$ cat src/rtl/fifo_4x16.sv
`default_nettype none
// ============================================================================
//  Module      : fifo_4x16
//  Description : Single-clock synchronous FIFO with registered read data,
//                occupancy count and sticky overflow/underflow flags.
//  Revision    : 1.0 - initial release
// ============================================================================
module fifo_4x16 #(
    parameter int WIDTH = 16,
    parameter int DEPTH = 4
) (
    input  logic                   clk,
    input  logic                   rst_n,
    input  logic                   wr_en,
    input  logic [WIDTH-1:0]       wr_data,
    input  logic                   rd_en,
    output logic [WIDTH-1:0]       rd_data,
    output logic                   full,
    output logic                   empty,
    output logic [$clog2(DEPTH):0] count,
    output logic                   overflow,
    output logic                   underflow
);

    localparam int                 c_ptr_w    = $clog2(DEPTH);
    localparam int                 c_cnt_w    = c_ptr_w + 1;
    localparam logic [c_cnt_w-1:0] c_full_cnt = c_cnt_w'(DEPTH);

    logic [WIDTH-1:0]   r_mem [DEPTH];
    logic [c_ptr_w-1:0] r_wr_ptr;
    logic [c_ptr_w-1:0] r_rd_ptr;
    logic [c_cnt_w-1:0] r_count;
    logic [WIDTH-1:0]   r_rd_data;
    logic               r_overflow;
    logic               r_underflow;

    logic               w_full;
    logic               w_empty;
    logic               w_wr_accept;
    logic               w_rd_accept;
    logic [c_cnt_w-1:0] w_count_nxt;

    // Status is decoded purely from the registered count, so the request
    // inputs never reach full/empty/count combinationally.
    assign w_full      = (r_count == c_full_cnt);
    assign w_empty     = (r_count == '0);
    assign w_wr_accept = wr_en && !w_full;
    assign w_rd_accept = rd_en && !w_empty;

    always_comb begin
        w_count_nxt = r_count;
        case ({w_wr_accept, w_rd_accept})
            2'b10:   w_count_nxt = r_count + 1'b1;
            2'b01:   w_count_nxt = r_count - 1'b1;
            default: w_count_nxt = r_count;
        endcase
    end

    // Storage has no reset; the pointers reset instead, which hides stale words.
    always_ff @(posedge clk) begin
        if (rst_n && w_wr_accept) begin
            r_mem[r_wr_ptr] <= wr_data;
        end
    end

    always_ff @(posedge clk) begin
        if (!rst_n) begin
            r_wr_ptr    <= '0;
            r_rd_ptr    <= '0;
            r_count     <= '0;
            r_rd_data   <= '0;
            r_overflow  <= 1'b0;
            r_underflow <= 1'b0;
        end else begin
            r_count <= w_count_nxt;
            if (w_wr_accept) begin
                r_wr_ptr <= r_wr_ptr + 1'b1;
            end
            if (w_rd_accept) begin
                r_rd_data <= r_mem[r_rd_ptr];
                r_rd_ptr  <= r_rd_ptr + 1'b1;
            end
            if (wr_en && w_full) begin
                r_overflow <= 1'b1;
            end
            if (rd_en && w_empty) begin
                r_underflow <= 1'b1;
            end
        end
    end

    assign rd_data   = r_rd_data;
    assign full      = w_full;
    assign empty     = w_empty;
    assign count     = r_count;
    assign overflow  = r_overflow;
    assign underflow = r_underflow;

endmodule
`default_nettype wire

$ cat config.mk
export PLATFORM = sky130hd
export DESIGN_NAME = fifo_4x16
export DESIGN_NICKNAME = d
export VERILOG_FILES = /design/src/rtl/fifo_4x16.sv
export SDC_FILE = /design/constraint.sdc
export NUM_CORES = 1
export LEC_CHECK = 0
export ABC_AREA = 1
export BUFFER_PORTS_ARGS = -buffer_cell sky130_fd_sc_hd__buf_4
export CORE_UTILIZATION = 35
export CTS_CLUSTER_SIZE = 14
export DETAILED_ROUTE_END_ITERATION = 8
export HOLD_SLACK_MARGIN = 0.03
export SETUP_SLACK_MARGIN = 0.4
export SLEW_MARGIN = 20
export SYNTH_ARGS = -nofsm -noshare
export SYNTH_HDL_FRONTEND = slang
export SYNTH_SLANG_ARGS = --single-unit
$ cat constraint.sdc
create_clock -name clk -period 1.7 [get_ports clk]
set_input_delay 0.085 -clock clk [delete_from_list [all_inputs] [get_ports clk]]
set_output_delay 0.085 -clock clk [all_outputs]
set_load 0.05 [all_outputs]
==> impl_results.html <==
<table>
<tr><th>Metric</th><th>Value</th></tr>
<tr><th colspan="2">Synth</th></tr>
<tr><td>Cells after Synth</td><td>429</td></tr>
<tr><td>Most area-hungry cell type in the Yosys netlist</td><td>sky130_fd_sc_hd__edfxtp_1</td></tr>
<tr><td>Library cells used by synthesis</td><td>24</td></tr>
<tr><td>Most used standard cells in the synthesized netlist</td><td>sky130_fd_sc_hd__nand2_1, sky130_fd_sc_hd__inv_1, sky130_fd_sc_hd__edfxtp_1, sky130_fd_sc_hd__nor2_1, sky130_fd_sc_hd__nand3_1</td></tr>
<tr><td>Number of storage elements in the synthesis netlist</td><td>89</td></tr>
<tr><td>Yosys warns</td><td>0</td></tr>
<tr><td>Asr flop ratio synth</td><td>0%</td></tr>
<tr><td>Leading cell type by number of instances after synthesis</td><td>sky130_fd_sc_hd__nand2_1</td></tr>
<tr><td>Count of flip-flops with a built-in enable after synthesis</td><td>64</td></tr>
<tr><td>Netlist Area Pre-Place</td><td>3965 sq um</td></tr>
<tr><td>Dominant cells by area after synthesis</td><td>sky130_fd_sc_hd__edfxtp_1, sky130_fd_sc_hd__dfxtp_1, sky130_fd_sc_hd__nand2_1</td></tr>
<tr><td>Top flip-flop cell by instance count after synthesis</td><td>sky130_fd_sc_hd__edfxtp_1</td></tr>
<tr><td>Fraction of post-synthesis cell area in the top cell type by area</td><td>48.47%</td></tr>
<tr><td>Sequential cell area fraction in the yosys report</td><td>61.09%</td></tr>
<tr><td>Mean area per synthesized cell</td><td>9.243 sq um</td></tr>
<tr><td>Synthesized netlist net count</td><td>455</td></tr>
<tr><th colspan="2">Critical path</th></tr>
<tr><td>Critical Path Sink Type</td><td>register</td></tr>
<tr><td>Largest incremental delay on the critical path</td><td>0.35 ns</td></tr>
<tr><td>Worst path required time</td><td>1.93 ns</td></tr>
<tr><td>Critical path, cell by cell</td><td>nor2_4 &gt; nand2_4 &gt; inv_8 &gt; nor2_4 &gt; inv_2 &gt; ha_4 &gt; inv_4 &gt; fa_2 &gt; inv_1 &gt; nand2_1 &gt; nand3_2 &gt; nand2_1 &gt; nand2_1 &gt; nor2_1</td></tr>
<tr><td>Arrival time of the worst setup path</td><td>1.91 ns</td></tr>
<tr><td>Type of element launching the critical path</td><td>register</td></tr>
<tr><td>Most used cell along the critical path</td><td>sky130_fd_sc_hd__nand2_1</td></tr>
<tr><td>Max FO, Critical Path</td><td>2</td></tr>
<tr><td>Crit-path slowest cell</td><td>sky130_fd_sc_hd__dfxtp_4</td></tr>
<tr><td>Critical path class</td><td>register to register</td></tr>
<tr><th colspan="2">Cells and area</th></tr>
<tr><td>FILL cells</td><td>1012</td></tr>
<tr><td>Post-route design area</td><td>5386 sq um</td></tr>
<tr><td>Fin cells</td><td>659</td></tr>
<tr><td>Area Growth Syn to Fin</td><td>35.85%</td></tr>
<tr><td>Nets@finish</td><td>540</td></tr>
<tr><td>Total inserted antenna cells</td><td>0</td></tr>
<tr><td>Fraction of layout cells with a size suffix above 1</td><td>26.01%</td></tr>
<tr><th colspan="2">Route</th></tr>
<tr><td>Number of detailed-routing iterations run before antenna repair</td><td>4</td></tr>
<tr><td>Detail-routed via count per cell</td><td>4.320</td></tr>
<tr><td>Number of vias after detailed routing</td><td>2847</td></tr>
<tr><td>Routed wire per std cell</td><td>13.36 um</td></tr>
<tr><td>Number of remaining DRC errors</td><td>0</td></tr>
<tr><td>Remaining antenna violation count after routing</td><td>0</td></tr>
<tr><td>Routed wire length</td><td>8801 um</td></tr>
<tr><td>First-iteration detailed-routing DRC count</td><td>141</td></tr>
<tr><th colspan="2">Placement</th></tr>
<tr><td>Total half-perimeter wirelength after legalization and detailed placement</td><td>4749 um</td></tr>
<tr><td>Placement-stage cell area</td><td>4472 sq um</td></tr>
<tr><td>Cells after DPL</td><td>608</td></tr>
<tr><td>RD Place Congestion</td><td>0.7376</td></tr>
<tr><td>Setup Slack @ Placement</td><td>-0.01047 ns</td></tr>
<tr><td>Number of buffer cells added on primary ports</td><td>42</td></tr>
<tr><th colspan="2">Floorplanning</th></tr>
<tr><td>Row cnt</td><td>38</td></tr>
<tr><td>Full die area</td><td>11760 sq um</td></tr>
<tr><td>Initial core utilization</td><td>36.26%</td></tr>
<tr><td>Die boundary width</td><td>108.4 um</td></tr>
<tr><td>Core area</td><td>10940 sq um</td></tr>
<tr><td>Top-level port count</td><td>43</td></tr>
<tr><td>Chip height</td><td>108.4 um</td></tr>
<tr><th colspan="2">Run</th></tr>
<tr><td>Max_cap viols</td><td>0</td></tr>
<tr><th colspan="2">Clock tree</th></tr>
<tr><td>Clock tree from TritonCTS</td><td>done</td></tr>
<tr><td>CTS HTree Levels</td><td>3</td></tr>
<tr><td>Root buffer cell</td><td>sky130_fd_sc_hd__clkbuf_16</td></tr>
<tr><td>Number of CTS-inserted buffers</td><td>9</td></tr>
<tr><td>Deepest clock path buffer count</td><td>2</td></tr>
<tr><td>Clock transition at the registers of the reported paths</td><td>0.06 ns</td></tr>
<tr><td>Clock latency of the later-clocked register in the worst-skew pair</td><td>0.33 ns</td></tr>
<tr><td>Count of clock tree sinks</td><td>89</td></tr>
<tr><th colspan="2">Global route</th></tr>
<tr><td>Via count of the first global-routing pass</td><td>2623</td></tr>
<tr><td>Antenna violations before repair</td><td>0</td></tr>
<tr><td>Total track usage</td><td>14.43%</td></tr>
<tr><td>Wire length of the first global-routing pass</td><td>12600 um</td></tr>
<tr><td>Maximum number of pins on one net before global-route repair</td><td>35</td></tr>
<tr><td>Global route overflow</td><td>0</td></tr>
<tr><th colspan="2">STA</th></tr>
<tr><td>Post-route worst setup slack</td><td>0.01790 ns</td></tr>
<tr><td>Transition at the pin with the smallest max-transition slack</td><td>0.2934 ns</td></tr>
<tr><td>Worst-case headroom to the max-slew limit</td><td>80.44%</td></tr>
<tr><td>Count of final setup violators</td><td>0</td></tr>
<tr><td>Number of hold violations in the final report</td><td>0</td></tr>
<tr><td>RSZ-0062 raised after global routing</td><td>true</td></tr>
<tr><td>Final period util</td><td>98.95%</td></tr>
<tr><td>Final number of max-transition violations</td><td>0</td></tr>
<tr><td>Clock period minus final worst setup slack</td><td>1.682 ns</td></tr>
<tr><td>Max Freq</td><td>594.5 MHz</td></tr>
<tr><td>Setup clock skew after layout</td><td>0.005631 ns</td></tr>
<tr><th colspan="2">Power and ir drop</th></tr>
<tr><td>Register share of total power</td><td>32.7%</td></tr>
<tr><td>Net switching fraction of the power</td><td>37.33%</td></tr>
<tr><td>Net switching power of the design</td><td>3.152 mW</td></tr>
<tr><td>Cell internal power dissipation</td><td>5.293 mW</td></tr>
<tr><td>Clock share of power</td><td>25.0%</td></tr>
<tr><td>Leakage power total</td><td>2.500 nW</td></tr>
<tr><td>Share of total power in combinational logic</td><td>42.3%</td></tr>
<tr><td>Cell area power density</td><td>1568 nW/um^2</td></tr>
<tr><td>Worst IR drop on VDD</td><td>1274 uV</td></tr>
<tr><th colspan="2">Status</th></tr>
<tr><td>Outcome</td><td>finished clean</td></tr>
<tr><th colspan="2">Worst hold path</th></tr>
<tr><td>Worst Hold Class</td><td>primary input to register</td></tr>
</table>
==> layout make-up <==
| type | instances | area (sq um) | area share, % |
|---|---|---|---|
| well taps | 140 | 175.2 | 3.252 |
| clock inverters | 6 | 91.34 | 1.696 |
| inverters | 101 | 404.1 | 7.503 |
| repair buffers | 89 | 865.8 | 16.07 |
| multi-input cells | 224 | 1187 | 22.04 |
| flip-flops and latches | 89 | 2434 | 45.18 |
| clock buffers | 10 | 229.0 | 4.251 |
==> flip-flops by register name (all words and copies together), names as in the netlist <==
name,count
overflow,1
r_rd_ptr,2
underflow,1
count,3
r_wr_ptr,2
rd_data,16
r_mem,64
==> cells in the final DEF (no fill, tap or decap), types with 3 or more instances in the layout <==
master	count
sky130_fd_sc_hd__nor2_4	7
sky130_fd_sc_hd__nand2_1	105
sky130_fd_sc_hd__buf_6	12
sky130_fd_sc_hd__buf_12	3
sky130_fd_sc_hd__inv_1	94
sky130_fd_sc_hd__edfxtp_1	64
sky130_fd_sc_hd__nand2_2	9
sky130_fd_sc_hd__nor2_1	38
sky130_fd_sc_hd__dfxtp_1	22
sky130_fd_sc_hd__dlygate4sd3_1	16
sky130_fd_sc_hd__ha_1	4
sky130_fd_sc_hd__nand3_1	34
sky130_fd_sc_hd__inv_4	4
sky130_fd_sc_hd__clkbuf_16	12
sky130_fd_sc_hd__buf_4	52
sky130_fd_sc_hd__nand2_4	11
sky130_fd_sc_hd__buf_8	3
sky130_fd_sc_hd__dfxtp_4	3
==> worst max-delay path, delay by kind of cell, from the launching register on <==
| family | cells | cell delay, ns |
|---|---|---|
| adders and majority gates | 2 | 0.49 |
| buffers and inverters | 4 | 0.22 |
| DFF | 1 | 0.35 |
| and+or+nand+nor | 8 | 0.51 |
==> per-stage QoR <==
stage / setup TNS, ns / hold WS, ns / utilization, % / total power [mW]
floorplan: -0.07752 / 0.1839 / - / 4.830
global placement: 0 / 0.2912 / 40.89 / 5.338
detailed placement: -0.01047 / 0.2906 / 40.89 / 5.368
CTS: 0 / 0.04145 / 46.26 / 7.717
global route: -0.8076 / 0.06278 / 49.26 / 8.890
finish: 0 / 0.04752 / 49.26 / 8.446
==> kinds of logic after synthesis <==
logic type | count (synthesis) | synth area share, %
DFF | 89 | 61.09
AOI/OAI and AO/OA | 8 | 1.262
buffers and inverters | 116 | 13.92
and+or+nand+nor | 210 | 21.65
adders and majority gates | 6 | 2.083
==> what timing repair did <==
action,4_1_cts,5_1_grt
pin swaps,4,20
setup buffers,4,10
hold buffers,16,0
cloned,0,5
gates resized for setup,20,45
hold endpoints to repair,64,0
endpoints found under the setup margin,85,86
==> power by group through the flow <==
stage | combinational, mW | sequential, mW | clock, mW
after global placement | 2.54 | 2.80 | 0
after detailed placement | 2.55 | 2.81 | 0
final | 3.57 | 2.77 | 2.11
after global routing | 3.87 | 2.80 | 2.23
after floorplan | 1.44 | 3.39 | 0
after CTS | 2.81 | 2.77 | 2.14
==> worst paths after layout <==
check                               from                endpoint  slack (ns)  depth (start not counted)
setup / recovery   count[1]$_SDFFE_PN0P_   count[2]$_SDFFE_PN0P_        0.02                         14
hold reg to reg   underflow$_SDFFE_PN0P_  underflow$_SDFFE_PN0P_        0.46                          2
setup reg to reg   count[1]$_SDFFE_PN0P_   count[2]$_SDFFE_PN0P_        0.02                         14
hold / removal                     rd_en  underflow$_SDFFE_PN0P_        0.05                          3
==> metal layers <==
metal  track usage [%]  vias to the layer above  part of all wire (%)
met2             24.91                       43                    52
met1             17.53                     1325                    43
met3             3.315                       10                   3.4
met5                 0                        -                     0
li1                  -                     1469                     -
met4             5.212                        0                   1.6
Power figures use the tool's default switching activity.
